--- config.mk ---
export PLATFORM = sky130hd
export DESIGN_NAME = puf_auth_ctrl
export DESIGN_NICKNAME = d
export VERILOG_FILES = /design/src/rtl/puf_auth_ctrl.sv
export SDC_FILE = /design/constraint.sdc
export NUM_CORES = 1
export LEC_CHECK = 0
export BUFFER_PORTS_ARGS = -buffer_cell sky130_fd_sc_hd__buf_2
export CAP_MARGIN = 0
export CORE_AREA = 3 3 121 123
export CTS_BUF_LIST = sky130_fd_sc_hd__clkbuf_2
export CTS_CLUSTER_SIZE = 10
export DETAILED_ROUTE_END_ITERATION = 16
export DIE_AREA = 0 0 124 126
export PLACE_DENSITY_LB_ADDON = 0.05
export SLEW_MARGIN = 20
export SYNTH_ARGS = -nofsm -noshare
export SYNTH_HDL_FRONTEND = slang
export SYNTH_SLANG_ARGS = --single-unit
--- constraint.sdc ---
create_clock -name clk -period 1.95 [get_ports clk]
set_input_delay 0.0975 -clock clk [delete_from_list [all_inputs] [get_ports clk]]
set_output_delay 0.0975 -clock clk [all_outputs]
set_load 0.05 [all_outputs]
--- src/rtl/puf_auth_ctrl.sv ---
// PUF challenge/response authentication sequencer: fetches a challenge over SPI, runs the PUF,
// validates and stores the response, then reports ACK/NAK. Optional PUF watchdog: PUF_AUTH_TIMEOUT_EN.
module puf_auth_ctrl #(
   parameter logic [7:0] CMD_CHAL    = 8'h01,
   parameter logic [7:0] ACK_BYTE    = 8'h55,
   parameter logic [7:0] NAK_BYTE    = 8'hAA,
   parameter logic [7:0] MEM_BASE    = 8'h00,
   parameter int         TIMEOUT_CYC = 1024
) (
   input  logic         clk,
   input  logic         n_rst,
   input  logic         go,
   output logic         busy,
   output logic         pass,
   output logic         fail,
   output logic [7:0]   tx_byte,
   output logic         tx_dv,
   input  logic         tx_ready,
   input  logic         rx_dv,
   input  logic [7:0]   rx_byte,
   output logic         puf_start,
   output logic [7:0]   puf_challenge,
   input  logic [255:0] puf_response,
   input  logic         puf_done,
   output logic         val_start,
   input  logic         val_valid,
   output logic [7:0]   mem_addr,
   output logic [7:0]   mem_data,
   output logic         mem_we,
   output logic [2:0]   dbg_state
);

   typedef enum logic [2:0] {
      S_IDLE, S_SEND_CMD, S_SEND_DUMMY, S_PUF_RUN,
      S_VALIDATE, S_STORE, S_SEND_STAT, S_WAIT_STAT
   } state_t;

   state_t      r_state, w_state_nxt;
   logic        r_phase, w_phase_nxt;
   logic [4:0]  r_idx, w_idx_nxt;
   logic        r_ack, w_ack_nxt;
   logic [7:0]  r_chal, w_chal_nxt;
   logic        r_puf_start;
   logic        w_timeout;

`ifdef PUF_AUTH_TIMEOUT_EN
   localparam int CW = $clog2(TIMEOUT_CYC) + 1;
   logic [CW-1:0] r_cnt;

   // r_cnt equals the number of completed cycles spent in PUF_RUN.
   assign w_timeout = (r_cnt == CW'(TIMEOUT_CYC - 1));

   always_ff @(posedge clk or negedge n_rst) begin
      if (!n_rst) begin
         r_cnt <= '0;
      end else if (r_state == S_PUF_RUN && w_state_nxt == S_PUF_RUN) begin
         r_cnt <= r_cnt + 1'b1;
      end else begin
         r_cnt <= '0;
      end
   end
`else
   assign w_timeout = 1'b0;
`endif

   // r_phase is a per-state sub-step: "byte sent" in the SPI states, "first cycle done"
   // in VALIDATE, "tx_ready has dropped" in WAIT_STAT. It clears on every state change.
   always_comb begin
      w_state_nxt = r_state;
      w_phase_nxt = r_phase;
      w_idx_nxt   = r_idx;
      w_ack_nxt   = r_ack;
      w_chal_nxt  = r_chal;
      tx_byte     = 8'h00;
      tx_dv       = 1'b0;
      val_start   = 1'b0;
      mem_we      = 1'b0;
      mem_addr    = 8'h00;
      mem_data    = 8'h00;
      pass        = 1'b0;
      fail        = 1'b0;
      case (r_state)
         S_IDLE: begin
            if (go) w_state_nxt = S_SEND_CMD;
         end
         S_SEND_CMD: begin
            tx_byte = CMD_CHAL;
            if (!r_phase) begin
               if (tx_ready) begin
                  tx_dv       = 1'b1;
                  w_phase_nxt = 1'b1;
               end
            end else if (rx_dv) begin
               w_state_nxt = S_SEND_DUMMY;
            end
         end
         S_SEND_DUMMY: begin
            if (!r_phase) begin
               if (tx_ready) begin
                  tx_dv       = 1'b1;
                  w_phase_nxt = 1'b1;
               end
            end else if (rx_dv) begin
               w_chal_nxt  = rx_byte;
               w_state_nxt = S_PUF_RUN;
            end
         end
         S_PUF_RUN: begin
            if (puf_done) begin
               w_state_nxt = S_VALIDATE;
            end else if (w_timeout) begin
               w_ack_nxt   = 1'b0;
               w_state_nxt = S_SEND_STAT;
            end
         end
         S_VALIDATE: begin
            val_start = 1'b1;
            if (!r_phase) begin
               w_phase_nxt = 1'b1;
            end else if (val_valid) begin
               w_idx_nxt   = 5'd0;
               w_state_nxt = S_STORE;
            end else begin
               w_ack_nxt   = 1'b0;
               w_state_nxt = S_SEND_STAT;
            end
         end
         S_STORE: begin
            mem_we   = 1'b1;
            mem_addr = MEM_BASE + {3'b000, r_idx};
            mem_data = puf_response[{r_idx, 3'b000} +: 8];
            if (r_idx == 5'd31) begin
               w_idx_nxt   = 5'd0;
               w_ack_nxt   = 1'b1;
               w_state_nxt = S_SEND_STAT;
            end else begin
               w_idx_nxt = r_idx + 5'd1;
            end
         end
         S_SEND_STAT: begin
            tx_byte = r_ack ? ACK_BYTE : NAK_BYTE;
            if (tx_ready) begin
               tx_dv       = 1'b1;
               w_state_nxt = S_WAIT_STAT;
            end
         end
         S_WAIT_STAT: begin
            if (!tx_ready) begin
               w_phase_nxt = 1'b1;
            end else if (r_phase) begin
               pass        = r_ack;
               fail        = !r_ack;
               w_state_nxt = S_IDLE;
            end
         end
         default: w_state_nxt = S_IDLE;
      endcase
      if (w_state_nxt != r_state) w_phase_nxt = 1'b0;
   end

   always_ff @(posedge clk or negedge n_rst) begin
      if (!n_rst) begin
         r_state     <= S_IDLE;
         r_phase     <= 1'b0;
         r_idx       <= 5'd0;
         r_ack       <= 1'b0;
         r_chal      <= 8'h00;
         r_puf_start <= 1'b0;
      end else begin
         r_state     <= w_state_nxt;
         r_phase     <= w_phase_nxt;
         r_idx       <= w_idx_nxt;
         r_ack       <= w_ack_nxt;
         r_chal      <= w_chal_nxt;
         r_puf_start <= (w_state_nxt == S_PUF_RUN) && (r_state != S_PUF_RUN);
      end
   end

   assign busy          = (r_state != S_IDLE);
   assign puf_start     = r_puf_start;
   assign puf_challenge = r_chal;
   assign dbg_state     = r_state;

endmodule

==> results.py, run 1 <==
metrics = {
    "synthesis": {
        "async_flop_share_pct": 100,
        "ys_warn_count": 0,
        "syn_area_um2": 3350,
        "ys_types": 41,
        "synth_ff_type": "dfrtp_1",
        "synth-seq-area-share_pct": 14.2,
        "syn_area_per_cell_um2": 10.8,
        "netlist_instances": 309,
        "ys_ff_latch": 19,
        "synth_edf_count": 0,
    },
    "hold_path": {
        "holdPathEnd": "r_ack",
        "holdPathStages": 4,
        "hold_path_class": "in2reg",
        "hold_path.startpoint": "val_valid",
    },
    "clock_network": {
        "cts_buffers": 3,
        "cts_tree": "yes",
        "clock-sinks": 19,
        "clk_latency_ns": 0.33,
        "path_clk_slew_ns": 0.22,
        "cts_buffer_depth": 2,
        "htreeDepth": 1,
        "root_buffer": "clkbuf_2",
    },
    "setup_path": {
        "worst_ep_arrival_time_ns": 2.37,
        "cp_slowest_cell": "dfrtp_4",
        "end_kind": "primary output",
        "cp_data_required_time_ns": 1.85,
        "regToRegEndpoint": "r_phase",
        "crit_chain": "buf_4, clkbuf_16, mux4_2, a221oi_4, o21a_1, a21oi_4, buf_8",
        "startpoint_type": "flip-flop",
        "crit_type": "reg2out",
        "rrSetupSlack_ns": -0.30,
        "r2r_cells": 9,
        "path_max_fanout": 6,
        "rr_startpoint": "r_idx[0]",
        "cp_slowest_stage_delay_ns": 0.54,
    },
    "run": {
        "drv_cap": 0,
    },
    "finish": {
        "drive_gt1_share_pct": 72.0,
        "syn_to_final_growth_pct": 74.6,
        "nets": 921,
        "instances_no_fill": 829,
    },
    "global_route": {
        "globalRouteTotalUtil_pct": 18.1,
        "grt_pass1_wl_um": 22100,
        "grt-ovfl-total": 0,
        "grt_max_degree": 37,
        "grt_pass1_vias": 4304,
        "antenna_found_initial": 2,
    },
    "timing": {
        "hold_viol_final": 0,
        "tightest_slew_ns": 0.568,
        "rsz0062_at_grt": "yes",
        "skew_ns": 0.0251,
        "max_freq_mhz": 405,
        "slew_violations": 0,
        "setup_viol": 14,
        "min_period_ns": 2.47,
        "final.setup.tns_ns": -5.21,
        "min_period_over_period_pct": 127,
        "setup_slack_ns": -0.517,
        "slew-limit-headroom_pct": 62.0,
    },
    "drt": {
        "vias": 4068,
        "vias_per_cell": 4.91,
        "drt-initial-drc-count": 154,
        "post-route-drc-count": 0,
        "dr.pass1.iters": 4,
        "wirelength_um": 15600,
        "antenna_left": 0,
        "route.detailed.wl_per_inst_um": 18.8,
    },
    "floorplan": {
        "num_rows": 43,
        "floorplan.initialDensity_pct": 24.3,
        "num_io_pins": 313,
        "die-area_um2": 15600,
        "dieWidth_um": 124,
        "core-area_um2": 13800,
        "die_y_um": 126,
    },
    "status": {
        "violations": "setup timing",
        "status": "finished with violations",
    },
    "power_and_ir_drop": {
        "ir_worst_vdd_mv": 0.639,
        "power_density_nw_per_um2": 1440,
        "leakage_nw": 2.82,
    },
    "place": {
        "place.gp.congestion": 0.897,
        "place_hpwl_um": 13300,
        "placed_cells": 801,
        "io_buffers": 309,
    },
}
## layout make-up
| type | count | area, um2 |
|---|---|---|
| Timing Repair Buffer | 372 | 2290 |
| Tap cell | 180 | 225 |
| Inverter | 7 | 26.3 |
| Clock buffer | 4 | 20.0 |
| Antenna cell | 2 | 5.00 |
| Fill cell | 1407 | 7920 |
| Multi-Input combinational cell | 245 | 2800 |
| Sequential cell | 19 | 483 |
## worst max-delay path, delay by kind of cell (launching register included)
kind	cells	cell delay, ns
DFF	1	0.54
AOI/OAI and AO/OA	3	0.54
buffers and inverters	3	0.49
muxes	1	0.45
## where the power goes
part	total (mW)	switching (mW)	internal, mW
registers	0.754	0.186	0.567
logic	7.48	3.92	3.56
clock network	0.190	0.135	0.0543
total	8.42	4.24	4.18
## registers in the layout (all words and copies together), names as in the netlist
name	flops
r_ack	1
dbg_state	3
r_idx	5
puf_challenge	8
puf_start	1
r_phase	1
## layer usage
layer	global-route usage (%)	up-vias	wire, um
met1	21.9	1933	6150
met5	0	-	0
li1	-	1932	-
met3	2.33	12	1130
met2	34.2	191	8140
met4	2.84	0	196
## Yosys cell counts (all sizes together), types with 3 or more instances
master / number / area, um2
nand3b: 3 / 22.5
and2: 3 / 18.8
nor2b: 10 / 62.6
mux2: 16 / 180
and3: 6 / 37.5
a31oi: 10 / 62.6
a221oi: 9 / 78.8
nand2b: 4 / 25.0
clkbuf: 13 / 48.8
nor3: 3 / 15.0
a21oi: 12 / 60.1
nand2: 13 / 48.8
mux2i: 40 / 400
a22oi: 16 / 120
nor2: 11 / 41.3
buf: 27 / 220
mux4: 48 / 1130
inv: 7 / 26.3
dfrtp: 19 / 475
o21ai: 10 / 50.1
o21a: 9 / 67.6
## cells by family after synthesis
logic type / Yosys count / synth area share [%]
compound gates: 79 / 16.4
fa+ha+maj: 2 / 0.746
buf+inv: 47 / 8.81
flops: 19 / 14.2
mux: 104 / 50.9
other cells: 1 / 0.112
simple gates: 57 / 8.81
## per-stage QoR
step	util (%)	area, um2	power (mW)	hold WS (ns)	worst slack (ns)
after floorplan	-	3470	5.51	-0.198	-0.0575
after detailed placement	38.8	5350	7.38	0.0820	-0.242
after global placement	38.8	5350	7.36	0.0863	-0.211
after global routing	42.5	5850	8.96	0.196	-0.624
after CTS	40.6	5590	7.94	0.00597	-0.573
final	42.5	5850	8.42	0.179	-0.517
## cells in the final DEF (no fill, tap or decap), types with 4 or more instances in the layout
| cell | synthesis | final |
|---|---|---|
| mux2i_1 | 40 | 40 |
| dlygate4sd3_1 | 0 | 10 |
| nor2_1 | 11 | 7 |
| clkbuf_2 | 0 | 4 |
| buf_4 | 9 | 43 |
| nor2b_1 | 10 | 8 |
| a22oi_1 | 16 | 16 |
| buf_2 | 5 | 293 |
| buf_12 | 0 | 7 |
| and3_1 | 6 | 5 |
| a31oi_1 | 10 | 8 |
| nor2_2 | 0 | 4 |
| a221oi_2 | 0 | 7 |
| buf_8 | 3 | 4 |
| mux4_1 | 12 | 6 |
| a21oi_1 | 12 | 4 |
| a21oi_4 | 0 | 7 |
| o21ai_0 | 10 | 7 |
| mux4_2 | 36 | 42 |
| mux2_2 | 16 | 14 |
| nand2_1 | 13 | 8 |
| buf_6 | 6 | 9 |
| nand2_2 | 0 | 5 |
| o21a_1 | 9 | 8 |
| dfrtp_1 | 19 | 15 |
| inv_1 | 7 | 7 |
## how the worst max path moves through the flow
| stage | startpoint | to | slack, ns |
|---|---|---|---|
| final | r_idx[0] | mem_data[6] | -0.52 |
| after detailed placement | r_idx[0] | mem_data[1] | -0.24 |
| after global placement | r_idx[0] | mem_data[2] | -0.21 |
| after global routing | r_idx[0] | mem_data[6] | -0.62 |
| after CTS | r_idx[0] | mem_data[0] | -0.57 |
| after floorplan | dbg_state[1] | mem_data[0] | -0.06 |
## what timing repair did
item                       in CTS  in global routing
pin swaps                       1                  7
buffers inserted                3                  6
hold buffers                    9                  1
gates resized for setup        30                 46
hold endpoints to repair       27                  1
setup endpoints to repair      14                 23
gates cloned                    0                  3
Power figures use the tool's default switching activity.
==> inputs of run 2 (changes only) <==
--- a/config.mk
+++ b/config.mk
@@ -6,12 +6,13 @@
 export NUM_CORES = 1
 export LEC_CHECK = 0
 export BUFFER_PORTS_ARGS = -buffer_cell sky130_fd_sc_hd__buf_2
-export CAP_MARGIN = 0
+export CAP_MARGIN = 20
 export CORE_AREA = 3 3 121 123
 export CTS_BUF_LIST = sky130_fd_sc_hd__clkbuf_2
 export CTS_CLUSTER_SIZE = 10
 export DETAILED_ROUTE_END_ITERATION = 16
 export DIE_AREA = 0 0 124 126
+export HOLD_SLACK_MARGIN = 0.12
 export PLACE_DENSITY_LB_ADDON = 0.05
 export SLEW_MARGIN = 20
 export SYNTH_ARGS = -nofsm -noshare
==> constraint.sdc (replaced) <==
create_clock -name clk -period 3.1 [get_ports clk]
set_input_delay 0.155 -clock clk [delete_from_list [all_inputs] [get_ports clk]]
set_output_delay 0.155 -clock clk [all_outputs]
set_load 0.05 [all_outputs]
==> results.py, run 2 (same netlist as run 1, synthesis figures left out) <==
metrics = {
    "setup_path": {
        "end_kind": "primary output",
        "cp_data_required_time_ns": 2.94,
        "rrSetupSlack_ns": 0.75,
        "rr_startpoint": "r_idx[0]",
        "path_max_fanout": 27,
        "cp_slowest_stage_delay_ns": 0.79,
        "crit_buf_inv": 1,
        "crit_path_end": "mem_data[3]",
        "cp_num_cells": 5,
        "worst_ep_arrival_time_ns": 2.72,
        "regToRegEndpoint": "r_idx[3]",
        "crit_chain": "nor2b_1, a22oi_1, a31oi_1, a21oi_1, buf_2",
        "cpLargestDelayFamily": "flip-flops",
        "startpoint": "r_idx[1]",
        "cp_slowest_cell": "dfrtp_2",
        "crit_type": "reg2out",
        "r2r_cells": 6,
        "startpoint_type": "flip-flop",
    },
    "finish": {
        "final_cell_mix": "buf_2 (309), mux2i_1 (40), mux4_2 (36)",
        "instances_no_fill": 787,
        "fillers": 1458,
        "nets": 880,
        "finish.instance_area_um2": 5110,
        "syn_to_final_growth_pct": 52.4,
        "largest_reg_flops": 8,
        "mostFrequentLayoutCell": "buf_2",
        "postLayoutCoreUtil_pct": 37.1,
        "drive_gt1_share_pct": 62.5,
    },
    "timing": {
        "min_period_over_period_pct": 92.7,
        "final.setup.tns_ns": 0,
        "rsz0062_at_grt": "no",
        "setup_viol": 0,
        "setup_slack_ns": 0.225,
        "min_period_ns": 2.88,
        "hold_viol_final": 0,
        "tightest_slew_ns": 0.683,
        "slew_violations": 0,
        "slew-limit-headroom_pct": 54.0,
        "max_freq_mhz": 348,
        "skew_ns": 0.0136,
    },
    "floorplan": {
        "floorplan.initialDensity_pct": 24.3,
        "num_rows": 43,
        "dieWidth_um": 124,
        "die_y_um": 126,
        "num_io_pins": 313,
        "die-area_um2": 15600,
        "core-area_um2": 13800,
    },
    "status": {
        "status": "finished, final reports clean",
    },
    "global_route": {
        "globalRouteTotalUtil_pct": 18.5,
        "grt_pass1_vias": 4162,
        "antenna_found_initial": 0,
        "use_met1_pct": 22.6,
        "grt_max_degree": 31,
        "gr-usage-met3_pct": 3.10,
        "grt-ovfl-total": 0,
        "grt_pass1_wl_um": 22400,
        "top_usage_layer": "met2",
        "use_met2_pct": 34.7,
    },
    "place": {
        "placed_cells": 772,
        "place.gp.congestion": 0.872,
        "place_hpwl_um": 13100,
        "place_ws_ns": 0.602,
        "placed_area_um2": 4980,
        "io_buffers": 309,
    },
    "clock_network": {
        "cts_buffer_depth": 2,
        "clock-sinks": 19,
        "root_buffer": "clkbuf_2",
        "htreeDepth": 1,
        "cts_resized": 0,
        "cts_buffers": 3,
        "cts_tree": "yes",
        "path_clk_slew_ns": 0.22,
        "clk_latency_ns": 0.33,
    },
    "power_and_ir_drop": {
        "ir_worst_vdd_mv": 0.253,
        "leakage_nw": 2.52,
        "power_density_nw_per_um2": 831,
    },
    "drt": {
        "route.detailed.wl_per_inst_um": 19.5,
        "vias": 3914,
        "antenna_left": 0,
        "vias_per_cell": 4.97,
        "dr.pass1.iters": 5,
        "drt-initial-drc-count": 166,
        "post-route-drc-count": 0,
        "wirelength_um": 15400,
    },
    "hold_path": {
        "hold_path_class": "in2reg",
        "holdPathStages": 4,
    },
    "run": {
        "drv_cap": 0,
    },
}
run 2: changes by cell type in the layout (fill, tap and decap cells not counted), moves of 7 or more:
cell	change
a21oi_1	+8
buf_4	-33
a221oi_1	+8
buf_6	-9
a21oi_4	-7
buf_2	+16
a221oi_2	-7
run 2: worst min path at each step:
stage	slack (ns)	startpoint	to
6_report	0.25	val_valid	r_ack
5_1_grt	0.26	n_rst	puf_challenge[4]
4_1_cts	0.23	val_valid	r_ack
3_3_place_gp	0.14	n_rst	puf_challenge[7]
3_5_place_dp	0.14	n_rst	puf_challenge[6]
2_1_floorplan	-0.14	n_rst	dbg_state[0]
run 2: cell type report:
| type | count | area, um2 | area share, % |
|---|---|---|---|
| multi-input combinational | 245 | 2590 | 50.7 |
| timing repair buffer | 331 | 1760 | 34.5 |
| sequential | 19 | 480 | 9.41 |
| tap | 180 | 225 | 4.41 |
| inverter | 7 | 26.3 | 0.514 |
| clock buffer | 3 | 15.0 | 0.294 |
| clock inverter | 1 | 7.51 | 0.147 |
| antenna | 1 | 2.50 | 0.0490 |
run 2: per-stage QoR:
| step | hold slack [ns] | total power [mW] |
|---|---|---|
| after global routing | 0.256 | 4.57 |
| after floorplan | -0.141 | 3.27 |
| final | 0.249 | 4.25 |
| after global placement | 0.137 | 4.14 |
| after detailed placement | 0.136 | 4.17 |
| after CTS | 0.227 | 4.31 |
run 2: timing repair:
item / in CTS / in global routing
hold buffers: 10 / 0
buffers inserted: 0 / 0
endpoints found under the setup margin: 0 / 0
hold endpoints to repair: 29 / 0
run 2: power by group:
part / internal, mW / switching (mW)
clock: 0.0300 / 0.0885
combinational: 1.51 / 2.01
sequential: 0.352 / 0.256
total: 1.89 / 2.35
run 2: routing by layer:
metal,up-vias,share of wire (%)
li1,1850,-
met1,1864,39
met2,192,52
met3,8,7.6
met4,0,0.63
met5,-,0
run 2: worst min-delay path: stages:
cell     delay [ns]
buf_2          0.11
o21ai_0        0.07
a31oi_1        0.16
a21oi_1        0.05
==> inputs of run 3 (changes only) <==
--- a/config.mk
+++ b/config.mk
@@ -5,13 +5,13 @@
 export SDC_FILE = /design/constraint.sdc
 export NUM_CORES = 1
 export LEC_CHECK = 0
-export BUFFER_PORTS_ARGS = -buffer_cell sky130_fd_sc_hd__buf_2
 export CAP_MARGIN = 20
 export CORE_AREA = 3 3 121 123
 export CTS_BUF_LIST = sky130_fd_sc_hd__clkbuf_2
 export CTS_CLUSTER_SIZE = 10
 export DETAILED_ROUTE_END_ITERATION = 16
 export DIE_AREA = 0 0 124 126
+export DONT_BUFFER_PORTS = 1
 export HOLD_SLACK_MARGIN = 0.12
 export PLACE_DENSITY_LB_ADDON = 0.05
 export SLEW_MARGIN = 20
==> results.py, run 3 (same netlist as run 1, synthesis figures left out) <==
metrics = {
    "clock_network": {
        "ctsHoldBuffers": 11,
        "cts_buffer_depth": 2,
        "cts_tree": "yes",
        "postCtsSetupRepairBufs": 0,
        "clock-sinks": 19,
        "cts_buffers": 3,
        "clk_latency_ns": 0.32,
        "root_buffer": "clkbuf_2",
        "path_clk_slew_ns": 0.20,
        "htreeDepth": 1,
        "cts_resized": 0,
    },
    "floorplan": {
        "die-area_um2": 15600,
        "num_rows": 43,
        "die_y_um": 126,
        "floorplan.initialDensity_pct": 24.3,
        "num_io_pins": 313,
        "dieWidth_um": 124,
        "core-area_um2": 13800,
    },
    "place": {
        "io_buffers": 0,
        "place_hpwl_um": 11600,
        "place_ws_ns": 0.675,
        "placed_cells": 477,
        "place.gp.congestion": 0.746,
    },
    "setup_path": {
        "cp_data_required_time_ns": 2.94,
        "end_kind": "primary output",
        "startpoint_type": "flip-flop",
        "cp_slowest_stage_delay_ns": 0.68,
        "worst_ep_arrival_time_ns": 2.70,
        "path_max_fanout": 19,
        "crit_type": "reg2out",
        "crit_chain": "nor2b_1, a22oi_1, a31oi_1, a21oi_1, buf_4",
        "cp_slowest_cell": "dfrtp_2",
    },
    "timing": {
        "tightest_slew_ns": 0.770,
        "skew_ns": 0.00488,
        "setup_slack_ns": 0.245,
        "hold-worst-slack_ns": 0.156,
        "rsz0062_at_grt": "no",
        "min_period_ns": 2.85,
        "hold_viol_final": 0,
        "slew-limit-headroom_pct": 48.5,
        "min_period_over_period_pct": 92.1,
        "max_freq_mhz": 350,
        "setup_viol": 0,
        "slew_violations": 0,
        "final.setup.tns_ns": 0,
    },
    "finish": {
        "nets": 587,
        "drive_gt1_share_pct": 28.1,
        "syn_to_final_growth_pct": 9.89,
        "n_antenna_cell": 0,
        "instances_no_fill": 493,
        "mostFrequentLayoutCell": "mux2i_1",
        "final_cell_mix": "mux2i_1 (40), mux4_2 (36), buf_4 (25)",
        "largest_reg_flops": 8,
    },
    "power_and_ir_drop": {
        "leakage_nw": 1.35,
        "power_density_nw_per_um2": 1100,
        "ir_worst_vdd_mv": 0.415,
    },
    "drt": {
        "antenna_left": 0,
        "vias": 2833,
        "wirelength_um": 13700,
        "dr.pass1.iters": 4,
        "post-route-drc-count": 0,
        "drt-initial-drc-count": 87,
        "route.detailed.wl_per_inst_um": 27.8,
        "vias_per_cell": 5.75,
    },
    "global_route": {
        "globalRouteTotalUtil_pct": 16.0,
        "grt_pass1_wl_um": 18800,
        "antenna_found_initial": 0,
        "grt_pass1_vias": 3083,
        "grt-ovfl-total": 0,
        "grt_max_degree": 31,
    },
    "hold_path": {
        "hold_path_class": "in2reg",
    },
    "status": {
        "status": "finished, final reports clean",
    },
    "run": {
        "drv_cap": 0,
    },
}
-- run 3: final cells by class --
cell class              count  area (um2)
multi-input cells         245        2610
inverters                   7        26.3
fillers                  1501       10100
flip-flops and latches     19         480
repair buffers             38         323
clock buffers               4        20.0
well taps                 180         225
-- run 3: power by group --
part           leakage (nW)  switching (mW)  internal (mW)  total, mW
Sequential            0.240           0.373          0.351      0.723
Clock                0.0166          0.0840         0.0341      0.118
Combinational          1.09            1.83           1.36       3.19
-- run 3: path summary, 6_finish.rpt --
| path | from | end | slack (ns) | cells after the start |
|---|---|---|---|---|
| min in group asynchronous | n_rst | dbg_state[0] | 0.30 | 2 |
| hold / removal | tx_ready | dbg_state[2] | 0.16 | 2 |
| setup reg to reg | r_idx[1] | r_phase | 0.88 | 7 |
| hold reg to reg | r_ack | r_ack | 0.61 | 2 |
| max in group asynchronous | n_rst | r_idx[0] | 2.44 | 2 |
| setup / recovery | r_idx[1] | mem_data[3] | 0.25 | 5 |
-- run 3: stage by stage --
step / power [mW] / instance area, um2 / utilization, %
floorplan: 3.27 / 3360 / -
global placement: 3.98 / 3550 / 25.8
detailed placement: 3.97 / 3550 / 25.8
CTS: 4.12 / 3680 / 26.7
global route: 4.34 / 3680 / 26.7
finish: 4.03 / 3680 / 26.7
-- run 3: worst max-delay path, delay by kind of cell (launching register included) --
kind / cells / cell delay, ns
simple gates: 1 / 0.61
buf+inv: 1 / 0.22
compound gates: 3 / 0.86
flops: 1 / 0.68
-- run 3: routing by layer --
layer	global-route usage, %	wire length, um	vias up	share of wire, %
met5	0	0	-	0
met4	1.80	76	0	0.55
met3	1.39	824	4	6.0
met2	29.2	7150	173	52
met1	21.2	5670	1390	41
li1	-	-	1266	-
